===== src/rtl/vx_csa_accum.sv =====
`default_nettype none
// vx_csa_accum: accumulates redundant (sum, carry) beats with a 4:2 compressor,
// then resolves them through a segmented multi-cycle CPA onto valid/ready. rev 1.0
module vx_csa_accum #(
  parameter int S   = 12,
  parameter int A   = 32,
  parameter int SEG = 8
) (
  input  logic         clk,
  input  logic         resetn,
  input  logic         in_valid,
  input  logic [S-1:0] in_sum,
  input  logic [S-1:0] in_carry,
  input  logic         in_last,
  output logic         in_ready,
  output logic         out_valid,
  output logic [A-1:0] out_data,
  input  logic         out_ready,
  output logic         busy
);
  localparam int NSEG = A / SEG;
  localparam int IW   = (NSEG > 1) ? $clog2(NSEG) : 1;
  localparam logic [IW-1:0] LAST_SEG = IW'(NSEG - 1);
  localparam logic [A-1:0]  SEG_MASK = A'({SEG{1'b1}});

  if (((A % SEG) != 0) || (SEG > A)) begin : g_seg_check
    $error("vx_csa_accum: A must be an exact multiple of SEG");
  end

  typedef enum logic [1:0] {
    ST_ACCUM   = 2'd0,
    ST_RESOLVE = 2'd1,
    ST_OUTPUT  = 2'd2
  } state_t;

  state_t        state;
  logic [A-1:0]  acc_s, acc_c, result;
  logic          pending;
  logic [IW-1:0] seg_idx;
  logic          seg_cin;

  logic [A-1:0]   x_sum, x_carry, l1_s, l1_c, nx_s, nx_c;
  logic [31:0]    seg_base;
  logic [SEG-1:0] seg_a, seg_b;
  logic [SEG:0]   seg_total;
  logic [A-1:0]   seg_ins;

  // Two cascaded 3:2 levels form the 4:2 compressor; carries past bit A-1 fall off.
  always_comb begin
    x_sum   = A'(in_sum);
    x_carry = A'(in_carry);
    l1_s    = acc_s ^ acc_c ^ x_sum;
    l1_c    = ((acc_s & acc_c) | (acc_s & x_sum) | (acc_c & x_sum)) << 1;
    nx_s    = l1_s ^ l1_c ^ x_carry;
    nx_c    = ((l1_s & l1_c) | (l1_s & x_carry) | (l1_c & x_carry)) << 1;
  end

  always_comb begin
    seg_base  = 32'(seg_idx) * 32'(SEG);
    seg_a     = SEG'(acc_s >> seg_base);
    seg_b     = SEG'(acc_c >> seg_base);
    seg_total = {1'b0, seg_a} + {1'b0, seg_b} + {{SEG{1'b0}}, seg_cin};
    seg_ins   = (result & ~(SEG_MASK << seg_base)) | (A'(seg_total[SEG-1:0]) << seg_base);
  end

  always_ff @(posedge clk or negedge resetn) begin
    if (!resetn) begin
      state     <= ST_ACCUM;
      acc_s     <= '0;
      acc_c     <= '0;
      result    <= '0;
      pending   <= 1'b0;
      seg_idx   <= '0;
      seg_cin   <= 1'b0;
      in_ready  <= 1'b1;
      out_valid <= 1'b0;
    end else begin
      case (state)
        ST_ACCUM: begin
          if (in_valid && in_ready) begin
            acc_s   <= nx_s;
            acc_c   <= nx_c;
            pending <= 1'b1;
            if (in_last) begin
              state    <= ST_RESOLVE;
              in_ready <= 1'b0;
              seg_idx  <= '0;
              seg_cin  <= 1'b0;
            end
          end
        end
        ST_RESOLVE: begin
          result  <= seg_ins;
          seg_cin <= seg_total[SEG];
          seg_idx <= seg_idx + 1'b1;
          if (seg_idx == LAST_SEG) begin
            state <= ST_OUTPUT;
          end
        end
        ST_OUTPUT: begin
          // The result is presented one cycle after the top segment lands.
          if (!out_valid) begin
            out_valid <= 1'b1;
          end else if (out_ready) begin
            out_valid <= 1'b0;
            in_ready  <= 1'b1;
            acc_s     <= '0;
            acc_c     <= '0;
            pending   <= 1'b0;
            state     <= ST_ACCUM;
          end
        end
        default: state <= ST_ACCUM;
      endcase
    end
  end

  assign out_data = result;
  assign busy     = pending || (state != ST_ACCUM);

endmodule
`default_nettype wire


===== config.mk =====
export PLATFORM = sky130hd
export DESIGN_NAME = vx_csa_accum
export DESIGN_NICKNAME = d
export VERILOG_FILES = /design/src/rtl/vx_csa_accum.sv
export SDC_FILE = /design/constraint.sdc
export NUM_CORES = 1
export LEC_CHECK = 0
export CORE_MARGIN = 5
export CORE_UTILIZATION = 40
export DETAILED_ROUTE_END_ITERATION = 8
export GPL_TIMING_DRIVEN = 0
export SKIP_CTS_REPAIR_TIMING = 1
export SYNTH_ARGS = -nofsm -noshare
export SYNTH_HDL_FRONTEND = slang
export SYNTH_SLANG_ARGS = --single-unit
export TNS_END_PERCENT = 50

===== constraint.sdc =====
create_clock -name clk -period 4.55 [get_ports clk]
set_clock_uncertainty 0.2 [all_clocks]
set_input_delay 0.6825 -clock clk [delete_from_list [all_inputs] [get_ports clk]]
set_output_delay 0.6825 -clock clk [all_outputs]
set_load 0.03 [all_outputs]

==> impl_metrics.py, run 1 <==
metrics = {
    "run_status": {
        "status": "finished, final reports clean",
    },
    "timing": {
        "fmax_mhz": 277,
        "period_needed_ns": 3.62,
        "hold_viol": 0,
        "maxSlewHeadroom_pct": 52.8,
        "drv_slew": 0,
        "final.period_utilization_pct": 79.5,
        "setup_viol": 0,
        "worstMarginPinSlew_ns": 0.708,
        "rsz0062_at_grt": "false",
    },
    "detailed_routing": {
        "first_pass_iters": 4,
        "wl_per_cell_um": 21.2,
        "vias": 3709,
        "vias_per_cell": 5.62,
        "drt-initial-drc-count": 201,
        "drc": 0,
        "wl_mm": 14.0,
        "antenna_left": 0,
    },
    "floorplanning": {
        "die_w_um": 127,
        "die_h_um": 127,
        "design.core.area_um2": 13300,
        "initial_core_util_pct": 41.1,
        "dieArea_um2": 16200,
        "io_pins": 64,
        "num_rows": 42,
    },
    "run": {
        "maxCapViolCount": 0,
    },
    "logic_synthesis": {
        "async_flop_share_pct": 100,
        "yosysWarningCount": 0,
        "yosys_most_used_dff": "dfrtp_1",
        "synth-edff-count": 0,
        "syn_inst": 404,
        "yosys-top-cells-area": "dfrtp_1 (47%), a22o_1 (13%), ha_1 (12%), fa_1 (8.8%), mux4_2 (6.2%)",
        "ys_types": 36,
        "syn-num-nets": 508,
        "synth_seq_area_share_pct": 47.0,
        "yosys.area.top_type": "dfrtp_1",
        "synth_top_cell_area_share_pct": 46.5,
        "syn_area_um2": 5490,
        "synth_seq_cells": 103,
        "syn_area_per_cell_um2": 13.6,
    },
    "placed_design": {
        "io_buffers": 63,
        "gp_congestion": 0.832,
        "dpl_cell_area_um2": 6360,
        "dp_hpwl_mm": 10.5,
    },
    "finish": {
        "final_util_pct": 50.0,
        "area_growth_pct": 21.5,
        "nets": 583,
        "fill_cells": 1164,
        "fin_area_um2": 6670,
        "diodes": 0,
        "seq_area_um2": 2580,
        "drive_gt1_share_pct": 10.7,
        "multi_input_area_um2": 2740,
    },
    "clocking": {
        "clk_path_buf_depth": 2,
        "insertion_delay_ns": 0.36,
        "cts.sinks": 103,
        "cts_buffers": 9,
        "path_clk_slew_ns": 0.07,
        "tritoncts": "done",
        "cts_max_level": 3,
        "clock-root-buffer": "clkbuf_16",
    },
    "critical_path": {
        "regToRegStartpoint": "seg_idx[0]",
        "crit_chain": "buf_2, buf_2, mux4_2, fa_1, inv_1, fa_1, nor2b_1, o31a_1, o31a_1, a21oi_2, a22o_1",
        "worst_r2r_path_depth": 11,
        "cp.required_ns": 4.64,
        "r2r_slack_ns": 0.93,
        "r2r-end": "out_data[6]",
        "cpLargestDelayFamily": "compound AO/OA/AOI/OAI gates",
        "critical_path_class": "reg2reg",
        "max_stage_delay_ns": 0.57,
        "cp_slowest_cell": "mux4_2",
        "critPathArrivalTime_ns": 3.71,
        "worstPathMaxFanout": 10,
        "path_buf_inv": 3,
        "crit_path_end_kind": "register",
        "critPathLaunchType": "register",
    },
    "global_route": {
        "grt_usage_pct": 18.4,
        "grt_pass1_wl_mm": 22.8,
        "grt_pass1_vias": 4011,
        "grt_max_degree": 62,
        "grt.overflow.total": 0,
        "antenna_found_initial": 0,
    },
    "power_and_ir_drop": {
        "p_per_area_nw_per_um2": 633,
        "total_power_uw": 4230,
        "power.leakage_uw": 0.00323,
        "ir_drop_mv": 0.328,
    },
    "min_path": {
        "min_path_type": "in2async",
    },
}
## stage by stage
step                      setup TNS [ns]  worst slack, ns  cells  hold WS, ns
after floorplan                        0             1.38    404        0.187
after global placement           -143.10            -1.41    643        0.252
after detailed placement               0            0.887    644        0.272
after CTS                              0            0.871    660        0.125
after global routing                   0            0.734    660        0.163
final                                  0            0.934    660        0.114
## worst reg2reg max path, cell delays in order, from the launching register on
cell and delay, ns:
dfrtp_1 0.38, buf_2 0.21, buf_2 0.37, mux4_2 0.57, fa_1 0.43, inv_1 0.10, fa_1 0.21, nor2b_1 0.07
o31a_1 0.29, o31a_1 0.28, a21oi_2 0.26, a22o_1 0.19
## registers in the layout, indices dropped and copies added (netlist names)
name,count
state,2
pending,1
in_ready,1
out_valid,1
acc_c,31
seg_cin,1
seg_idx,2
acc_s,32
out_data,32
## final cells by class
type                    instances  area share (%)
repair buffers                 64            9.83
well taps                     176            3.30
inverters                       8           0.450
plain buffers                  20            2.03
flip-flops and latches        103            38.7
clock inverters                 7            1.22
clock buffers                   9            3.38
multi-input cells             273            41.1
## power by group
part           internal (uW)  leakage, uW  switching, uW
clock                    434     0.000147            371
sequential              1170      0.00137            228
combinational            890      0.00171           1130
total                   2490      0.00323           1730
## how the worst max path moves through the flow
stage / end / cells past startpoint / slack, ns / start
global route: out_data[20] / 10 / 0.73 / seg_idx[0]
global placement: acc_c[6] / 1 / -1.41 / resetn
detailed placement: out_data[20] / 10 / 0.89 / seg_idx[0]
CTS: out_data[20] / 10 / 0.87 / seg_idx[0]
finish: out_data[6] / 11 / 0.93 / seg_idx[0]
floorplan: out_data[22] / 11 / 1.38 / seg_idx[0]
## routing by layer
metal  global-route usage (%)  vias up  share of wire [%]
met5                        0        -                  0
met4                     5.68        0                2.0
met3                     4.63       23                4.5
met2                     30.4       88                 49
met1                     24.1     1903                 44
li1                         -     1695                  -
## layout by cell type (no fill, tap or decap), types with 2 or more instances in the layout
cell type / Yosys / final
dfrtp_1: 102 / 102
a22o_1: 84 / 84
clkdlybuf4s50_1: 0 / 62
ha_1: 51 / 51
nand2_1: 27 / 27
fa_1: 24 / 24
o21ai_0: 18 / 18
mux4_2: 15 / 15
nand3_1: 11 / 11
clkbuf_16: 0 / 9
inv_1: 8 / 8
clkbuf_1: 7 / 7
nor2_1: 7 / 7
buf_6: 7 / 7
buf_2: 6 / 6
a21oi_1: 5 / 5
o21a_1: 3 / 3
clkinv_4: 0 / 3
or3_1: 2 / 2
nor2b_1: 2 / 2
o211ai_1: 2 / 2
a21o_1: 2 / 2
nor3_2: 2 / 2
o31a_1: 2 / 2
xor2_1: 2 / 2
xnor2_1: 2 / 2
inv_6: 0 / 2
## synth_stat cells (all sizes together) (2+ instances only)
library cell  count
dfrtp           102
a22o             84
ha               51
nand2            27
fa               24
o21ai            19
mux4             15
buf              13
nand3            11
inv               8
a21oi             7
clkbuf            7
nor2              7
nor3              3
o21a              3
a21o              2
nor2b             2
o211ai            2
o31a              2
or3               2
xnor2             2
xor2              2
## cell families after synthesis
family                   Yosys count  synth area share [%]
adder cells (fa/ha/maj)           75                  20.4
buffers and inverters             28                  3.01
flip-flops                       103                  47.0
multiplexers                      17                  6.54
AO/OA/AOI/OAI                    120                  17.5
AND/OR/NAND/NOR                   57                  4.97
XOR/XNOR                           4                 0.639
No activity file was read; power rests on OpenSTA's default activity.
==> run 2, diff against run 1 <==
Clock period 4.55 ns to 3.5 ns, I/O delays scaled along.
==> run 2 against run 1 <==
  * The flow now finishes with violations (hold timing)
  * Maximum frequency rose by 8.3%
  * Core utilization rose by 0.24 points
  * Combinational power rose by 33%
  * Die area did not move
  * Flip-flop and latch count stayed put
  * Clock power up 30%
  * Register-to-register slack got worse by 0.77 ns
  * Worst setup slack lost 0.77 ns
  * Sequential share of layout area is 0.19 points lower
  * Final cell count unchanged
  * Via count decreased by 0.27%
  * Critical path type unchanged
  * Highest routed layer unchanged
==> impl_metrics.py, run 2 (synthesis gave the netlist of run 1 again) <==
metrics = {
    "run_status": {
        "status": "finished with violations",
        "violations": "hold timing",
    },
    "timing": {
        "final.period_utilization_pct": 95.4,
        "setup_viol": 0,
        "drv_slew": 0,
        "maxSlewHeadroom_pct": 52.5,
        "period_needed_ns": 3.34,
        "rsz0062_at_grt": "false",
        "hold_viol": 41,
        "fmax_mhz": 300,
        "finalWorstSetupSlack_ns": 0.162,
        "worstMarginPinSlew_ns": 0.712,
        "whs_ns": -0.0442,
    },
    "placed_design": {
        "pre_cts_ws_ns": -0.163,
        "io_buffers": 63,
        "dp_hpwl_mm": 10.5,
        "gp_congestion": 0.832,
    },
    "clocking": {
        "clock-root-buffer": "clkbuf_16",
        "clk_path_buf_depth": 2,
        "tritoncts": "done",
        "cts_max_level": 3,
        "cts.sinks": 103,
        "path_clk_slew_ns": 0.07,
        "cts_buffers": 9,
        "insertion_delay_ns": 0.36,
    },
    "detailed_routing": {
        "top_layer": "met4",
        "wl_mm": 14.0,
        "wl_met3_um": 734,
        "first_pass_iters": 4,
        "wl_met1_mm": 6.14,
        "met2_length_mm": 6.83,
        "antenna_left": 0,
        "vias_per_cell": 5.60,
        "drt-initial-drc-count": 187,
        "wl_per_cell_um": 21.2,
        "drc": 0,
        "vias": 3699,
    },
    "global_route": {
        "grt_max_degree": 62,
        "grt_pass1_wl_mm": 22.8,
        "grt_usage_pct": 18.4,
        "grt.overflow.total": 0,
        "antenna_found_initial": 0,
        "grt_pass1_vias": 4011,
    },
    "finish": {
        "fill_cells": 1164,
        "drive_gt1_share_pct": 11.2,
        "seq_area_um2": 2580,
        "area_growth_pct": 22.1,
        "final_cell_mix": "dfrtp_1 (102), a22o_1 (84), clkdlybuf4s50_1 (62), ha_1 (51), nand2_1 (27)",
        "diodes": 0,
        "nets": 583,
        "multi_input_area_um2": 2760,
        "layout_commonest_cell": "dfrtp_1",
    },
    "power_and_ir_drop": {
        "power.leakage_uw": 0.00324,
        "ir_drop_mv": 0.427,
        "p_per_area_nw_per_um2": 827,
        "total_power_uw": 5540,
    },
    "critical_path": {
        "crit_path_end_kind": "register",
        "critical_path_class": "reg2reg",
        "critPathLaunchType": "register",
        "critPathArrivalTime_ns": 3.43,
        "worstPathMaxFanout": 10,
        "cp.required_ns": 3.59,
    },
    "floorplanning": {
        "dieArea_um2": 16200,
        "die_h_um": 127,
        "num_rows": 42,
        "initial_core_util_pct": 41.1,
        "design.core.area_um2": 13300,
        "io_pins": 64,
        "die_w_um": 127,
    },
    "run": {
        "maxCapViolCount": 0,
    },
    "min_path": {
        "min_path_type": "in2async",
    },
}
==> run 2: changes by cell type in the layout (fill, tap and decap cells not counted), moves of 2 or more <==
| cell | previous run | this run |
|---|---|---|
| buf_2 | 6 | 3 |
| o21ai_1 | 1 | 3 |
| clkbuf_4 | 0 | 2 |
| o21ai_0 | 18 | 16 |
==> run 2: final cells by class <==
class | count | area share [%]
multi-input combinational | 273 | 41.1
sequential | 103 | 38.5
timing repair buffer | 64 | 9.78
clock buffer | 9 | 3.36
tap | 176 | 3.29
buffer | 20 | 2.33
clock inverter | 7 | 1.21
inverter | 8 | 0.448
==> run 2: final timing paths <==
kind                              startpoint           end  slack [ns]  cells past startpoint
min in group clk                out_data[31]  out_data[31]        0.28                      2
max in group asynchronous             resetn      acc_c[6]        2.44                      2
worst min register to register  out_data[31]  out_data[31]        0.28                      2
worst max register to register    seg_idx[0]   out_data[6]        0.16                     11
worst max-delay path              seg_idx[0]   out_data[6]        0.16                     11
worst min-delay path                  resetn     out_valid       -0.04                      1
==> run 2: report_power, final <==
part	switching [uW]	internal, uW	total (uW)
combinational	1490	1190	2680
sequential	297	1520	1820
clock	483	564	1050
==> run 2: worst max-delay path, stage by stage (launching register included) <==
cell and delay [ns]:
dfrtp_1 0.38, clkbuf_4 0.22, buf_12 0.17, mux4_2 0.52, fa_1 0.43, inv_1 0.10, fa_1 0.21, nor2b_1 0.07
o31a_1 0.30, o31a_1 0.30, a21oi_4 0.21, a22o_1 0.17
==> run 2: metal layers <==
metal  vias up  global-route usage [%]
met5         -                       0
met4         0                    5.68
met3        23                    4.63
met2       101                    30.4
met1      1889                    24.1
li1       1686                       -
==> run 2: through the flow <==
step	instances	hold WS, ns	utilization [%]	setup TNS [ns]	area, um2
4_1_cts	660	-0.0325	50.0	-1.18	6670
3_3_place_gp	643	0.252	47.5	-235.76	6340
2_1_floorplan	404	0.0294	-	0	5490
6_report	660	-0.0442	50.2	0	6700
3_5_place_dp	644	0.272	47.7	-1.01	6360
5_1_grt	660	0.00534	50.2	0	6700
==> run 3, diff against run 2 <==
Settings changed: CTS_CLUSTER_DIAMETER set to 30, PLACE_DENSITY_LB_ADDON set to 0.3, SKIP_LAST_GASP set to 1.
==> run 3 against run 2 <==
  * Wire length shrank 4.6%
  * Core utilization shrank 0.26 points
  * Largest power group unchanged
  * Flip-flop and latch count stayed put
  * Final cell count unchanged
  * Sequential power barely moved
  * The run still ends with hold timing left
  * Critical path type unchanged
  * Combinational power hardly changed
  * Largest cell class unchanged
  * Clock power is 9% lower
  * First-iteration DRC count grew 58%
  * Worst setup slack is essentially flat
  * Non-clock buffer count unchanged
  * Maximum frequency barely moved
==> impl_metrics.py, run 3 (synthesis gave the netlist of run 1 again) <==
metrics = {
    "global_route": {
        "antenna_found_initial": 0,
        "grt_max_degree": 63,
        "grt.overflow.total": 0,
        "grt_pass1_wl_mm": 21.7,
        "grt_usage_pct": 17.3,
        "grt_pass1_vias": 3930,
    },
    "finish": {
        "drive_gt1_share_pct": 11.0,
        "fill_cells": 1162,
        "fin_area_um2": 6670,
        "area_growth_pct": 21.5,
        "final_util_pct": 50.0,
        "layout_commonest_cell": "dfrtp_1",
        "instances_no_fill": 660,
        "final_cell_mix": "dfrtp_1 (102), a22o_1 (84), clkdlybuf4s50_1 (62), ha_1 (51), nand2_1 (27)",
        "diodes": 0,
        "nets": 583,
    },
    "clocking": {
        "clk_path_buf_depth": 2,
        "cts_max_level": 3,
        "cts.sinks": 103,
        "tritoncts": "done",
        "clock-root-buffer": "clkbuf_16",
        "cts_buffers": 9,
        "path_clk_slew_ns": 0.07,
        "insertion_delay_ns": 0.35,
    },
    "timing": {
        "worstMarginPinSlew_ns": 0.679,
        "final.period_utilization_pct": 95.4,
        "setup_viol": 0,
        "whs_ns": -0.0274,
        "period_needed_ns": 3.34,
        "rsz0062_at_grt": "false",
        "hold_viol": 36,
        "maxSlewHeadroom_pct": 54.8,
        "drv_slew": 0,
        "fin_setup_tns_ns": 0,
        "fmax_mhz": 300,
    },
    "detailed_routing": {
        "drc": 0,
        "antenna_left": 0,
        "first_pass_iters": 4,
        "wl_mm": 13.4,
        "vias": 3789,
        "vias_per_cell": 5.74,
        "wl_per_cell_um": 20.2,
        "drt-initial-drc-count": 296,
    },
    "placed_design": {
        "dp_cells": 644,
        "dpl_cell_area_um2": 6360,
        "io_buffers": 63,
        "gp_congestion": 0.801,
        "dp_hpwl_mm": 10.2,
    },
    "critical_path": {
        "crit_path_end_kind": "register",
        "worstPathMaxFanout": 10,
        "critPathArrivalTime_ns": 3.43,
        "critPathLaunchType": "register",
        "cp.required_ns": 3.59,
        "critical_path_class": "reg2reg",
    },
    "power_and_ir_drop": {
        "p_per_area_nw_per_um2": 813,
        "ir_drop_mv": 0.291,
        "total_power_uw": 5420,
        "power.leakage_uw": 0.00323,
    },
    "floorplanning": {
        "die_w_um": 127,
        "io_pins": 64,
        "dieArea_um2": 16200,
        "num_rows": 42,
        "initial_core_util_pct": 41.1,
        "die_h_um": 127,
        "design.core.area_um2": 13300,
    },
    "run": {
        "maxCapViolCount": 0,
    },
    "run_status": {
        "status": "finished with violations",
        "violations": "hold timing",
    },
    "min_path": {
        "min_path_type": "in2async",
    },
}
run 3: path summary, 6_finish.rpt:
path | from | depth (start not counted) | to | slack, ns
min in group clk | pending | 2 | pending | 0.28
max in group asynchronous | resetn | 2 | acc_c[23] | 2.42
max | seg_idx[0] | 11 | out_data[22] | 0.16
max reg2reg | seg_idx[0] | 11 | out_data[22] | 0.16
min reg2reg | pending | 2 | pending | 0.28
min | resetn | 1 | out_valid | -0.03
run 3: critical path: stages (launching register included):
cell	delay, ns
dfrtp_1	0.38
clkbuf_4	0.21
buf_8	0.18
mux4_2	0.54
fa_1	0.43
inv_1	0.11
fa_1	0.22
nor2b_1	0.08
o31a_1	0.28
o31a_1	0.30
a21oi_4	0.19
a22o_1	0.16
run 3: report_power, final:
group	total, uW	internal [uW]	switching, uW
Combinational	2650	1180	1470
Clock	954	489	465
Sequential	1820	1520	301
run 3: per-stage QoR:
step	hold WS, ns	setup slack, ns
after floorplan	0.0294	0.326
after global placement	0.252	-2.16
after detailed placement	0.271	-0.0920
after CTS	-0.0188	-0.130
after global routing	0.0143	0.0158
final	-0.0274	0.162
run 3: layout make-up:
type	count	area (um2)	share of cell area [%]
clock inverter	7	55.1	0.826
clock buffer	9	225	3.38
sequential	103	2580	38.7
multi-input combinational	273	2750	41.3
buffer	20	151	2.27
tap	176	220	3.30
inverter	8	30.0	0.450
timing repair buffer	64	656	9.83
run 3: layer usage:
layer / part of all wire (%) / routed length, um / track usage (%)
met1: 44 / 5890 / 23.7
met2: 47 / 6300 / 27.6
met3: 6.7 / 890 / 3.84
met4: 2.1 / 282 / 5.55
met5: 0 / 0 / 0
